[src/rtl/trigger_csr_regs_pkg.sv]
// Shared constants and tdata1 layout for the debug trigger CSR block.
package trigger_csr_regs_pkg;

    localparam logic [11:0] TSELECT_ADDR = 12'h7A0;
    localparam logic [11:0] TDATA1_ADDR  = 12'h7A1;
    localparam logic [11:0] TDATA2_ADDR  = 12'h7A2;
    localparam logic [11:0] TDATA3_ADDR  = 12'h7A3;
    localparam logic [11:0] TINFO_ADDR   = 12'h7A4;
    localparam logic [7:0]  TRIG_PAGE    = 8'h7A;

    localparam int TYPE_LSB   = 28;
    localparam int DMODE_BIT  = 27;
    localparam int HIT_BIT    = 20;
    localparam int ACTION_LSB = 12;
    localparam int CHAIN_BIT  = 11;

    localparam logic [3:0]  MCTRL_TYPE = 4'd2;
    localparam logic [31:0] TDATA1_RST = 32'h2000_0000;
    localparam logic [31:0] TINFO_VAL  = 32'h0000_0004;

    // hit, action[0], chain, m, execute, store, load survive a write as-is
    localparam logic [31:0] TDATA1_KEEP = 32'h0010_1847;

    typedef struct packed {
        logic [3:0] ttype;
        logic       dmode;
        logic [5:0] maskmax;
        logic       hit;
        logic       select;
        logic       timing;
        logic [1:0] sizelo;
        logic [3:0] action;
        logic       chain;
        logic [3:0] match;
        logic       m;
        logic [2:0] rsvd;
        logic       execute;
        logic       store;
        logic       load;
    } tdata1_t;

    function automatic tdata1_t legalise_tdata1(input logic [31:0] wr,
                                                input logic        cur_dmode,
                                                input logic        dbg_mode,
                                                input logic        last);
        logic [31:0] t;
        t = wr & TDATA1_KEEP;
        t[TYPE_LSB +: 4] = MCTRL_TYPE;
        t[DMODE_BIT]     = dbg_mode ? wr[DMODE_BIT] : cur_dmode;
        if (last) begin
            t[CHAIN_BIT] = 1'b0;
        end
        if (wr[TYPE_LSB +: 4] != MCTRL_TYPE) begin
            t = '0;
        end
        return tdata1_t'(t);
    endfunction

endpackage

[src/rtl/trigger_slot.sv]
// One trigger's tdata1/2/3 with WARL legalisation, dmode protection and hit capture.
// Writes land on the next edge; ill_o is combinational and registered by the parent.
module trigger_slot
    import trigger_csr_regs_pkg::*;
#(
    parameter int DATA_WIDTH = 32,
    parameter bit LAST       = 1'b0
) (
    input  logic                  clk_i,
    input  logic                  rst_i,
    input  logic                  dbg_mode_i,
    input  logic                  wr1_en_i,
    input  logic                  wr2_en_i,
    input  logic                  wr3_en_i,
    input  logic [DATA_WIDTH-1:0] wr_data_i,
    input  logic                  hw_hit_i,
    output logic [31:0]           tdata1_o,
    output logic [DATA_WIDTH-1:0] tdata2_o,
    output logic [DATA_WIDTH-1:0] tdata3_o,
    output logic                  ill_o
);

    tdata1_t               tdata1_q, tdata1_d;
    logic [DATA_WIDTH-1:0] tdata2_q, tdata2_d;
    logic [DATA_WIDTH-1:0] tdata3_q, tdata3_d;
    logic                  locked;

    // A debug-mode-owned trigger is read-only to machine-mode software
    assign locked = tdata1_q.dmode & ~dbg_mode_i;
    assign ill_o  = locked & (wr1_en_i | wr2_en_i | wr3_en_i);

    always_comb begin
        tdata1_d = tdata1_q;
        tdata2_d = tdata2_q;
        tdata3_d = tdata3_q;
        if (wr1_en_i && !locked) begin
            tdata1_d = legalise_tdata1(wr_data_i, tdata1_q.dmode, dbg_mode_i, LAST);
        end
        if (wr2_en_i && !locked) begin
            tdata2_d = wr_data_i;
        end
        if (wr3_en_i && !locked) begin
            tdata3_d = wr_data_i;
        end
        // Hardware hit is ORed after the software value so a clear cannot lose it
        if (tdata1_d.ttype == MCTRL_TYPE) begin
            tdata1_d.hit = tdata1_d.hit | hw_hit_i;
        end
    end

    always_ff @(posedge clk_i or posedge rst_i) begin
        if (rst_i) begin
            tdata1_q <= tdata1_t'(TDATA1_RST);
            tdata2_q <= '0;
            tdata3_q <= '0;
        end else begin
            tdata1_q <= tdata1_d;
            tdata2_q <= tdata2_d;
            tdata3_q <= tdata3_d;
        end
    end

    assign tdata1_o = tdata1_q;
    assign tdata2_o = tdata2_q;
    assign tdata3_o = tdata3_q;

endmodule

[src/rtl/trigger_csr_regs.sv]
// Debug trigger CSR file: tselect, address decode and the 1-cycle registered read path.
// Writes are visible next cycle; reads return pre-write state with rd_valid one cycle later.
module trigger_csr_regs
    import trigger_csr_regs_pkg::*;
#(
    parameter int DATA_WIDTH = 32,
    parameter int NUM_TRIG   = 2
) (
    input  logic                  cpu_clk,
    input  logic                  cpu_rst,
    input  logic                  csr_wr_en,
    input  logic                  csr_rd_en,
    input  logic [11:0]           csr_addr,
    input  logic [DATA_WIDTH-1:0] csr_wr_data,
    output logic [DATA_WIDTH-1:0] csr_rd_data,
    output logic                  csr_rd_valid,
    output logic                  csr_ill,
    input  logic                  dbg_mode,
    input  logic [1:0]            trigger_hit,
    output logic                  tselect,
    output logic [DATA_WIDTH-1:0] tdata1,
    output logic [DATA_WIDTH-1:0] tdata2_t0,
    output logic [DATA_WIDTH-1:0] tdata2_t1,
    output logic [DATA_WIDTH-1:0] tdata3_t0,
    output logic [DATA_WIDTH-1:0] tdata3_t1
);

    logic                  tselect_q, tselect_d;
    logic [DATA_WIDTH-1:0] rd_data_q, rd_data_d;
    logic                  rd_valid_q, rd_valid_d;
    logic                  ill_q, ill_d;

    logic                  in_page, unimpl;
    logic                  wr_t1, wr_t2, wr_t3;
    logic [1:0]            slot_ill;
    logic [31:0]           td1_0, td1_1;
    logic [DATA_WIDTH-1:0] rd_mux;

    assign in_page = csr_addr[11:4] == TRIG_PAGE;
    assign unimpl  = in_page && (csr_addr[3:0] > TINFO_ADDR[3:0]);
    assign wr_t1   = csr_wr_en && (csr_addr == TDATA1_ADDR);
    assign wr_t2   = csr_wr_en && (csr_addr == TDATA2_ADDR);
    assign wr_t3   = csr_wr_en && (csr_addr == TDATA3_ADDR);

    trigger_slot #(.DATA_WIDTH(DATA_WIDTH), .LAST(1'b0)) u_slot0 (
        .clk_i      (cpu_clk),
        .rst_i      (cpu_rst),
        .dbg_mode_i (dbg_mode),
        .wr1_en_i   (wr_t1 && !tselect_q),
        .wr2_en_i   (wr_t2 && !tselect_q),
        .wr3_en_i   (wr_t3 && !tselect_q),
        .wr_data_i  (csr_wr_data),
        .hw_hit_i   (trigger_hit[0]),
        .tdata1_o   (td1_0),
        .tdata2_o   (tdata2_t0),
        .tdata3_o   (tdata3_t0),
        .ill_o      (slot_ill[0])
    );

    trigger_slot #(.DATA_WIDTH(DATA_WIDTH), .LAST(1'b1)) u_slot1 (
        .clk_i      (cpu_clk),
        .rst_i      (cpu_rst),
        .dbg_mode_i (dbg_mode),
        .wr1_en_i   (wr_t1 && tselect_q),
        .wr2_en_i   (wr_t2 && tselect_q),
        .wr3_en_i   (wr_t3 && tselect_q),
        .wr_data_i  (csr_wr_data),
        .hw_hit_i   (trigger_hit[1]),
        .tdata1_o   (td1_1),
        .tdata2_o   (tdata2_t1),
        .tdata3_o   (tdata3_t1),
        .ill_o      (slot_ill[1])
    );

    assign tdata1 = tselect_q ? td1_1 : td1_0;

    always_comb begin
        tselect_d = tselect_q;
        if (csr_wr_en && (csr_addr == TSELECT_ADDR) &&
            (csr_wr_data < DATA_WIDTH'(NUM_TRIG))) begin
            tselect_d = csr_wr_data[0];
        end
    end

    always_comb begin
        rd_mux = '0;
        case (csr_addr)
            TSELECT_ADDR: rd_mux = DATA_WIDTH'(tselect_q);
            TDATA1_ADDR:  rd_mux = tdata1;
            TDATA2_ADDR:  rd_mux = tselect_q ? tdata2_t1 : tdata2_t0;
            TDATA3_ADDR:  rd_mux = tselect_q ? tdata3_t1 : tdata3_t0;
            TINFO_ADDR:   rd_mux = TINFO_VAL;
            default:      rd_mux = '0;
        endcase
    end

    always_comb begin
        rd_valid_d = csr_rd_en && in_page;
        rd_data_d  = rd_valid_d ? rd_mux : '0;
        ill_d      = ((csr_rd_en || csr_wr_en) && unimpl) || (|slot_ill);
    end

    always_ff @(posedge cpu_clk or posedge cpu_rst) begin
        if (cpu_rst) begin
            tselect_q  <= 1'b0;
            rd_data_q  <= '0;
            rd_valid_q <= 1'b0;
            ill_q      <= 1'b0;
        end else begin
            tselect_q  <= tselect_d;
            rd_data_q  <= rd_data_d;
            rd_valid_q <= rd_valid_d;
            ill_q      <= ill_d;
        end
    end

    assign tselect      = tselect_q;
    assign csr_rd_data  = rd_data_q;
    assign csr_rd_valid = rd_valid_q;
    assign csr_ill      = ill_q;

endmodule

[config.mk]
export PLATFORM = sky130hd
export DESIGN_NAME = trigger_csr_regs
export DESIGN_NICKNAME = d
export VERILOG_FILES = /design/src/rtl/trigger_csr_regs_pkg.sv /design/src/rtl/trigger_slot.sv /design/src/rtl/trigger_csr_regs.sv
export SDC_FILE = /design/constraint.sdc
export NUM_CORES = 1
export LEC_CHECK = 0
export CORE_ASPECT_RATIO = 0.8
export CORE_MARGIN = 2
export CORE_UTILIZATION = 35
export DETAILED_ROUTE_END_ITERATION = 10
export GPL_TIMING_DRIVEN = 0
export PLACE_DENSITY = 0.73
export RECOVER_POWER = 25
export SLEW_MARGIN = 30
export SYNTH_ARGS = -nofsm -noshare
export SYNTH_HDL_FRONTEND = slang
export SYNTH_HIERARCHICAL = 1
export SYNTH_SLANG_ARGS = --single-unit
[constraint.sdc]
create_clock -name cpu_clk -period 4.6 [get_ports cpu_clk]
set_clock_uncertainty 0.1 [all_clocks]
set_input_delay 0.46 -clock cpu_clk [delete_from_list [all_inputs] [get_ports cpu_clk]]
set_output_delay 0.46 -clock cpu_clk [all_outputs]
set_load 0.05 [all_outputs]
==> results of run 1 <==
path summary, 6_finish.rpt:
check                                                   to  slack, ns
hold / removal             u_slot1/tdata1_o[2]$_DFFE_PP0P_       0.40
hold reg to reg            u_slot1/tdata1_o[2]$_DFFE_PP0P_       0.40
max in group asynchronous        csr_rd_data[19]$_DFF_PP0_       2.16
setup / recovery                                tdata1[20]       1.45
setup reg to reg           u_slot1/tdata1_o[0]$_DFFE_PP0P_       1.87
min in group asynchronous        csr_rd_data[23]$_DFF_PP0_       0.48
critical path: cells and delay by family, from the launching register on:
family	cells	cell delay (ns)
buf+inv	3	1.34
flops	1	0.36
mux	1	0.44
final cells by class:
class / instances / area (um^2) / share of cell area, %
clock inverters: 15 / 198 / 1.53
multi-input cells: 451 / 4230 / 32.7
diodes: 1 / 2.50 / 0.0193
inverters: 5 / 21.3 / 0.164
flip-flops and latches: 186 / 4660 / 35.9
repair buffers: 227 / 2300 / 17.8
clock buffers: 17 / 425 / 3.28
plain buffers: 86 / 678 / 5.23
well taps: 357 / 447 / 3.45
per-layer routing:
| layer | share of wire [%] | wire, um | vias up | track usage, % |
|---|---|---|---|---|
| met3 | 7.1 | 2150 | 24 | 6.60 |
| met2 | 45 | 13800 | 182 | 34.2 |
| met1 | 46 | 14100 | 3394 | 30.0 |
| met4 | 1.3 | 388 | 0 | 4.88 |
| li1 | - | - | 3016 | - |
| met5 | 0 | 0 | - | 0 |
cell families after synthesis:
| kind of cell | after synthesis |
|---|---|
| flip-flops | 186 |
| other | 2 |
| multiplexers | 225 |
| AO/OA/AOI/OAI | 86 |
| buffers and inverters | 91 |
| AND/OR/NAND/NOR | 99 |
where the power goes:
part	switching (mW)	internal (mW)	leakage, nW	total, mW
clock	0.765	0.791	0.303	1.56
combinational	0.153	0.0919	2.66	0.244
sequential	0.00211	1.64	2.59	1.64
total	0.920	2.52	5.55	3.44
registers in the layout (all words and copies together), names as in the netlist:
name	flops
u_slot0/tdata1_o	12
u_slot0/tdata2_o	32
csr_ill	1
csr_rd_data	32
csr_rd_valid	1
u_slot1/tdata1_o	11
u_slot1/tdata3_o	32
u_slot0/tdata3_o	32
tselect	1
u_slot1/tdata2_o	32
metrics by stage:
| stage | hold slack [ns] | total power [mW] | util (%) | instances |
|---|---|---|---|---|
| floorplan | 0.367 | 1.81 | - | 728 |
| global placement | 0.383 | 1.90 | 46.5 | 1309 |
| detailed placement | 0.388 | 1.91 | 46.8 | 1312 |
| CTS | 0.406 | 3.47 | 49.2 | 1344 |
| global route | 0.418 | 3.55 | 49.1 | 1344 |
| finish | 0.404 | 3.44 | 49.1 | 1345 |
layout by cell type (no fill, tap or decap), drive strengths merged, types with 3 or more instances in the layout:
master,instances
clkdlybuf4s50,223
dfrtp,184
mux2,161
buf,82
mux2i,63
conb,41
nor2,39
a22oi,30
o22ai,30
clkbuf,24
nand2,14
nor3,11
a22o,11
inv,11
nor4,8
and2,7
clkinv,6
o21ai,5
nand3,4
nand2b,3
nor4b,3
==> qor.txt, run 1 <==
CTS tree: built
deepest clock path buffer count: 2
Worst-Margin Slew: 2.03 ns
Pleak: 5.55 nW
Layout Nets: 1025
crit end category: output pin
Post-Place Setup Slack: 1.40 ns
adder and majority cell fraction of the synthesized area: 0%
CP peak stage delay: 0.73 ns
Residual DRC: 0
total number of vias: 6616
CTS Buf Count: 17
clock sink count: 186
Post-CTS Setup Bufs: 0
TritonRoute pass-1 iters: 4
Placed Area: 12400 um^2
mean area per synthesized cell: 13.7 um^2
Worst Setup Start Kind: flip-flop
hold_sp: u_slot1/tdata1_o[2]$_DFFE_PP0P_
share of flip-flops with an asynchronous set or reset: 100%
worst-skew pair later-pin latency: 0.45 ns
Final HPWL DP: 22300 um
Syn Inst Count: 689
num ports: 246
Starting Density: 35.8%
Seq cells post-synth: 186
predominant post-synthesis flop cell: dfrtp_1
multiplexer share of the synthesized area: 26.1%
critical path class: reg -> out
reg2reg start: tselect$_DFFE_PP0P_
clock slew at reported path FFs: 0.08 ns
post-synthesis compound-gate area fraction: 9.97%
CP Cell Sequence: buf_2 -> buf_2 -> mux2_2 -> clkdlybuf4s50_1
cell taking the most area after synthesis: dfrtp_1
routed length per instance: 22.6 um
layout cells sized above 1: 38.6%
htree depth: 4
Fillers: 2423
required time of the critical path: 4.04 ns
final setup violation count: 0
Post-synth EDFFs: 0
# rows: 53
Crit. Startpoint: tselect$_DFFE_PP0P_
root buffer cell: clkbuf_16
hold_buf cts: 0
largest net degree at the start of global routing: 43
most frequent CP cell: buf_2
Hold Fails Final Rpt: 0
most numerous cell in the Yosys netlist: dfrtp_1
final WL: 30500 um
DR vias/cell: 4.92
register area share after synthesis: 49.3%
Slew Limit Fails: 73
depth of the worst register-to-register path: 7
status: complete, but fails checks
GRT overflow: 0
Critical Path AT: 2.59 ns
failing checks: capacitance limit, slew limit
Detail Route Antenna Nets: 0
HP Class: reg -> reg
Post-synth top cells: dfrtp_1, mux2_2, mux2i_1
XOR/XNOR Fraction of Synth Area: 0%
post-synthesis cell area: 9440 um^2
worst vdd ir: 0.000244 V
Syn-to-layout area delta: 37.3%
hold depth: 1
simple-gate area share of the yosys netlist: 7.12%
drt first-iter violations: 362
first-pass GRT wire length: 45100 um
Die W: 188 um
setup_tns: 0 ns
core region area: 26400 um^2
final setup margin: 1.45 ns
GP Congestion: 0.793
Design Area, Final: 13000 um^2
Final period util: 68.6%
RSZ-0062 raised after global routing: false
Peak Freq: 317 MHz
Die Area: 28300 um^2
cell at the slowest stage of the critical path: clkdlybuf4s50_1
pwr dens: 265 nW/um^2
fin crit period: 3.15 ns
max-cap viol count: 3
count of port buffers added during placement: 224
Cell variety after synth: 52
antenna violations before repair: 0
worst relative slew slack: -35.9%
vias in the first global route: 6966
total track usage: 21.8%
Die Y-Extent: 151 um
top-area cell type share of the netlist area: 48.8%
PostCTS Resize Cnt: 0
Ys Warns: 6
CP Max Fanout: 10
largest family of logic cells by synthesized area: multiplexers
top post-synthesis cells by area: dfrtp_1, mux2_2, mux2i_1, a22oi_2, o22ai_2
No activity file was read; power rests on OpenSTA's default activity.
==> inputs of run 2 (changes only) <==
- PLACE_DENSITY: 0.73 -> 0.75
- clock period: 4.6 -> 2.8 ns (I/O delays scaled with it)
==> run 2 against run 1 <==
  * First-iteration DRC count shrank 18%
  * Sequential cell count did not move
  * Design area is 0.53% lower
  * Highest routed layer unchanged
  * Hold slack got worse by 0.13 ns
  * The run still ends with capacitance limit, slew limit left
  * Sequential share of layout area increased by 0.19 points
  * Critical path depth did not move
  * Count of clock-buffer cells in the layout unchanged
  * Core utilization down 0.26 points
  * Via count about the same
  * Sequential power grew 64%
  * Register-to-register slack worse by 1.7 ns
==> qor.txt, run 2 (synthesis results as in run 1) <==
Critical Path AT: 2.25 ns
vias in the first global route: 6995
fin crit period: 2.63 ns
Die Y-Extent: 151 um
max-cap viol count: 2
Post-CTS Setup Bufs: 0
DR WL met3: 2430 um
core region area: 26400 um^2
most frequent cells in the layout: clkdlybuf4s50_1, dfrtp_1, mux2_2
routed length per instance: 22.2 um
failing checks: capacitance limit, slew limit
HP Class: in -> reg
largest net degree at the start of global routing: 43
Final period util: 93.9%
Residual DRC: 0
Worst-Margin Slew: 1.82 ns
first-pass GRT wire length: 44300 um
total number of vias: 6615
highest metal used: met4
CP Max Fanout: 10
Peak Freq: 380 MHz
PostCTS Resize Cnt: 11
htree depth: 4
Slew Limit Fails: 74
CTS Buf Count: 17
Placed Area: 12400 um^2
Starting Density: 35.8%
# rows: 53
hold_buf cts: 0
Layout Nets: 1025
root buffer cell: clkbuf_16
final WL: 29900 um
DR vias/cell: 4.91
worst relative slew slack: -22.2%
leading cell type in the layout, fill and taps excluded: clkdlybuf4s50_1
worst-skew pair later-pin latency: 0.45 ns
deepest clock path buffer count: 2
Pleak: 5.59 nW
pwr dens: 428 nW/um^2
GRT overflow: 0
CTS tree: built
layout cells sized above 1: 38.6%
GP Congestion: 0.776
met2 routed WL: 13500 um
Design Area, Final: 12900 um^2
crit end category: output pin
count of port buffers added during placement: 224
total track usage: 21.4%
RSZ-0062 raised after global routing: false
drt first-iter violations: 298
critical path class: reg -> out
clock slew at reported path FFs: 0.08 ns
final setup margin: 0.171 ns
required time of the critical path: 2.42 ns
Die W: 188 um
final setup violation count: 0
Detail Route Antenna Nets: 0
Hold Fails Final Rpt: 0
M1 wire length: 13600 um
Worst Setup Start Kind: flip-flop
Final HPWL DP: 22300 um
status: complete, but fails checks
worst vdd ir: 0.000387 V
num ports: 246
antenna violations before repair: 2
Tot Pwr: 5.52 mW
TritonRoute pass-1 iters: 4
Post-Place Setup Slack: -0.172 ns
clock sink count: 186
Syn-to-layout area delta: 36.6%
Die Area: 28300 um^2
==> run 2: changes by cell type in the layout (fill, tap and decap cells not counted), sizes merged <==
cell / change
clkdlybuf4s50: -11
dlygate4sd2: +11
buf: -2
clkbuf: +2
diode: +2
bufinv: -1
clkinv: +1
clkinvlp: -1
inv: +1
==> run 2: metal layers <==
metal  GRT usage (%)  up-vias
met5               0        -
met4            5.08        0
met3            7.72       17
met2            32.4      206
met1            29.1     3382
li1                -     3010
==> run 2: final cells by class <==
class	count	area (um^2)
fill	2425	13500
sequential	186	4660
multi-input combinational	451	4240
timing repair buffer	227	2250
buffer	86	678
tap	357	447
clock buffer	17	425
clock inverter	15	175
inverter	5	20.0
antenna	3	7.51
==> run 2: power by group <==
group / internal, mW / leakage [nW] / switching [mW]
Sequential: 2.69 / 2.59 / 0.00350
Combinational: 0.144 / 2.70 / 0.249
Clock: 1.21 / 0.294 / 1.23
==> run 2: path summary, 6_finish.rpt <==
kind	startpoint	end	slack [ns]	cells past startpoint
worst min-delay path	csr_addr[0]	csr_rd_data[0]$_DFF_PP0_	0.27	3
worst max register to register	tselect$_DFFE_PP0P_	u_slot1/tdata3_o[12]$_DFFE_PP0P_	0.18	8
min in group asynchronous	cpu_rst	csr_rd_data[23]$_DFF_PP0_	0.29	2
max in group asynchronous	cpu_rst	u_slot1/tdata2_o[16]$_DFFE_PP0P_	0.37	3
worst max-delay path	tselect$_DFFE_PP0P_	tdata1[20]	0.17	4
worst min register to register	u_slot1/tdata1_o[1]$_DFFE_PP0P_	u_slot1/tdata1_o[1]$_DFFE_PP0P_	0.41	1
==> run 2: metrics by stage <==
stage | hold WS (ns) | TNS (ns) | utilization (%) | cells
5_1_grt | 0.273 | 0 | 48.8 | 1346
3_3_place_gp | 0.383 | -193.04 | 46.5 | 1309
2_1_floorplan | 0.264 | 0 | - | 728
4_1_cts | 0.257 | 0 | 49.1 | 1344
6_report | 0.271 | 0 | 48.9 | 1347
3_5_place_dp | 0.389 | -8.95 | 46.8 | 1312
==> run 2: worst max-delay path: stages, from the launching register on <==
cell and delay [ns]:
dfrtp_1 0.34, buf_2 0.21, buf_2 0.35, mux2_2 0.43, dlygate4sd2_1 0.45
==> patch: new RTL, flow settings as in run 1 <==
Register the input `csr_wr_en` before use. The logic sees it one clock later. The other inputs are not delayed to match.
--- a/src/rtl/trigger_csr_regs.sv
+++ b/src/rtl/trigger_csr_regs.sv
@@ -27,2 +27,8 @@
 
+    logic csr_wr_en_q;
+
+    always_ff @(posedge cpu_clk) begin
+        csr_wr_en_q <= csr_wr_en;
+    end
+
     logic                  tselect_q, tselect_d;
@@ -40,5 +46,5 @@
     assign unimpl  = in_page && (csr_addr[3:0] > TINFO_ADDR[3:0]);
-    assign wr_t1   = csr_wr_en && (csr_addr == TDATA1_ADDR);
-    assign wr_t2   = csr_wr_en && (csr_addr == TDATA2_ADDR);
-    assign wr_t3   = csr_wr_en && (csr_addr == TDATA3_ADDR);
+    assign wr_t1   = csr_wr_en_q && (csr_addr == TDATA1_ADDR);
+    assign wr_t2   = csr_wr_en_q && (csr_addr == TDATA2_ADDR);
+    assign wr_t3   = csr_wr_en_q && (csr_addr == TDATA3_ADDR);
 
@@ -78,3 +84,3 @@
         tselect_d = tselect_q;
-        if (csr_wr_en && (csr_addr == TSELECT_ADDR) &&
+        if (csr_wr_en_q && (csr_addr == TSELECT_ADDR) &&
             (csr_wr_data < DATA_WIDTH'(NUM_TRIG))) begin
@@ -99,3 +105,3 @@
         rd_data_d  = rd_valid_d ? rd_mux : '0;
-        ill_d      = ((csr_rd_en || csr_wr_en) && unimpl) || (|slot_ill);
+        ill_d      = ((csr_rd_en || csr_wr_en_q) && unimpl) || (|slot_ill);
     end
Check against the original RTL: not equivalent (a bounded check fails within 4 cycles, from zero or initial values and one cycle with cpu_rst high).
==> patch against run 1 <==
The run still ends with capacitance limit, slew limit left; highest routed layer unchanged; critical path depth stayed put; cell area shrank 4.0%; synthesized area shrank 4.1%; setup slack got worse by 360 ps; wire length up 1.3%; cell count fell by 1.6%; core utilization shrank 0.050 points; largest cell class unchanged; sequential cell count grew 1; count of clock-buffer cells in the layout grew 6; via count grew 4.4%; power decreased by 2.4%; sequential share of layout area is 1.6 points higher.
==> patch: results (changes against run 1) <==
| Metric | Value |
|---|---|
| Wire per inst | `23.3 um (+2.9%)` |
| Placement Setup Slack | `1260 ps (-142 ps)` |
| Hold Crit Depth | `4 (+3)` |
| All-Layer GR Usage | `23.1% (+1.2 points)` |
| Clock Latency Late Sink | `430 ps (-20 ps)` |
| Max clock buf depth | `2 (unchanged)` |
| Dpl cells | `1,291 (-1.6%)` |
| Outcome | `finished with violations` |
| Gr ovfl total | `0 (unchanged)` |
| Share of cells above drive strength 1 | `28.0% (-11 points)` |
| WL met2 | `13,600 um (-1.8%)` |
| GPL Wtd Cong | `0.771 (-2.8%)` |
| Max-Cap Viols | `2 (-1)` |
| Number of global-route vias before repair | `7,103 (+2.0%)` |
| Routed vias | `6,905 (+4.4%)` |
| Layout fillers | `2,255 (-6.9%)` |
| Clock transition at path regs | `70 ps` |
| Routed met1 length | `14,300 um (+1.6%)` |
| Critical Path Slowest Stage Cell | `clkdlybuf4s50_1` |
| First-pass GRT wire length | `45,700 um (+1.2%)` |
| Type of the worst min-delay path | `primary input to flip-flop` |
| Post-synthesis cell type count | `48 (-7.7%)` |
| Post-DP HPWL | `22,200 um (-0.53%)` |
| Ys flop type | `dfrtp_1` |
| Peak supply drop | `0.198 mV (-19%)` |
| Port bufs | `223 (-0.45%)` |
| Sequential area share after synthesis | `51.7% (+2.3 points)` |
| Largest net degree at the start of global routing | `53 (+23%)` |
| DRT Pass-1 Iters | `5 (+1)` |
| Starting DRT DRC Count | `434 (+20%)` |
| Final nets | `1,037 (+1.2%)` |
| Dominant cells by area after synthesis | `dfrtp_1 (51%), mux2_2 (20%), mux2i_1 (7.1%)` |
| Met3 wire length | `2210 um (+2.9%)` |
| Synth cell count leaders | `dfrtp_1 (184), mux2_2 (157), mux2i_1 (64)` |
| Switch share | `24.2% (-2.5 points)` |
| Final Max Slew Viols | `35 (-52%)` |
| Failing checks | `capacitance limit, slew limit` |
| Inserted Diodes | `0 (-1)` |
| Worst EP arrival | `2950 ps (+360 ps)` |
| Leak | `5.47 nW (-1.6%)` |
| Top Layer Used | `met4` |
| Post-synthesis cell count | `702 (+1.9%)` |
| Max incr delay on CP | `830 ps (+100 ps)` |
| Via density | `5.22 (+6.1%)` |
| Post-synth ARST share | `99.5% (-0.53 points)` |
| Tightest Pin Transition | `1950 ps (-75.4 ps)` |
| CTS root buf | `clkbuf_16` |
-- patch: stage by stage --
stage	cell area (um^2)	util, %
finish	12400	49.1
global route	12400	49.1
CTS	12500	49.3
detailed placement	11900	47.0
global placement	11800	46.6
floorplan	9200	-
-- patch: layer usage --
metal | global-route usage [%] | vias up
li1 | - | 3065
met1 | 32.9 | 3529
met2 | 33.9 | 264
met3 | 6.63 | 47
met4 | 7.12 | 0
met5 | 0 | -
-- patch: logic make-up (layout without fill, tap and decap cells) --
logic type      after synthesis  after routing  synth area share, %
mux                         225            225                 27.1
simple gates                110            110                 7.16
flops                       187            187                 51.7
other cells                   2             41               0.0830
compound gates               87             87                 6.86
buf+inv                      91            349                 7.12
-- patch: path summary, 6_finish.rpt --
check | from | endpoint | slack [ps]
hold reg to reg | u_slot0/tdata1_o[2] | u_slot0/tdata1_o[2] | 410
hold / removal | csr_addr[1] | csr_rd_data[0] | 330
setup reg to reg | tselect | u_slot1/tdata1_o[12] | 1750
max in group asynchronous | cpu_rst | u_slot0/tdata2_o[18] | 1650
setup / recovery | tselect | tdata1[31] | 1090
min in group asynchronous | cpu_rst | csr_rd_data[2] | 590
-- patch: power groups by stage --
stage                     clock network (mW)  registers [mW]  logic, mW
after CTS                               1.49            1.65      0.242
after floorplan                            0            1.69      0.122
after detailed placement                   0            1.68      0.241
after global routing                    1.56            1.65      0.259
after global placement                     0            1.68      0.229
final                                   1.46            1.65      0.240
-- patch: layout make-up --
class | instances | share of cell area (%)
Inverter | 4 | 0.141
Clock inverter | 9 | 0.704
Sequential cell | 187 | 37.6
Tap cell | 324 | 3.26
Multi-Input combinational cell | 463 | 31.1
Buffer | 87 | 5.06
Timing Repair Buffer | 226 | 18.2
Clock buffer | 23 | 3.92
-- patch: worst max-delay path: cells and delay by family (launching register included) --
family / cells / cell delay [ps]
buf+inv: 3 / 1780
flops: 1 / 370
mux: 1 / 370
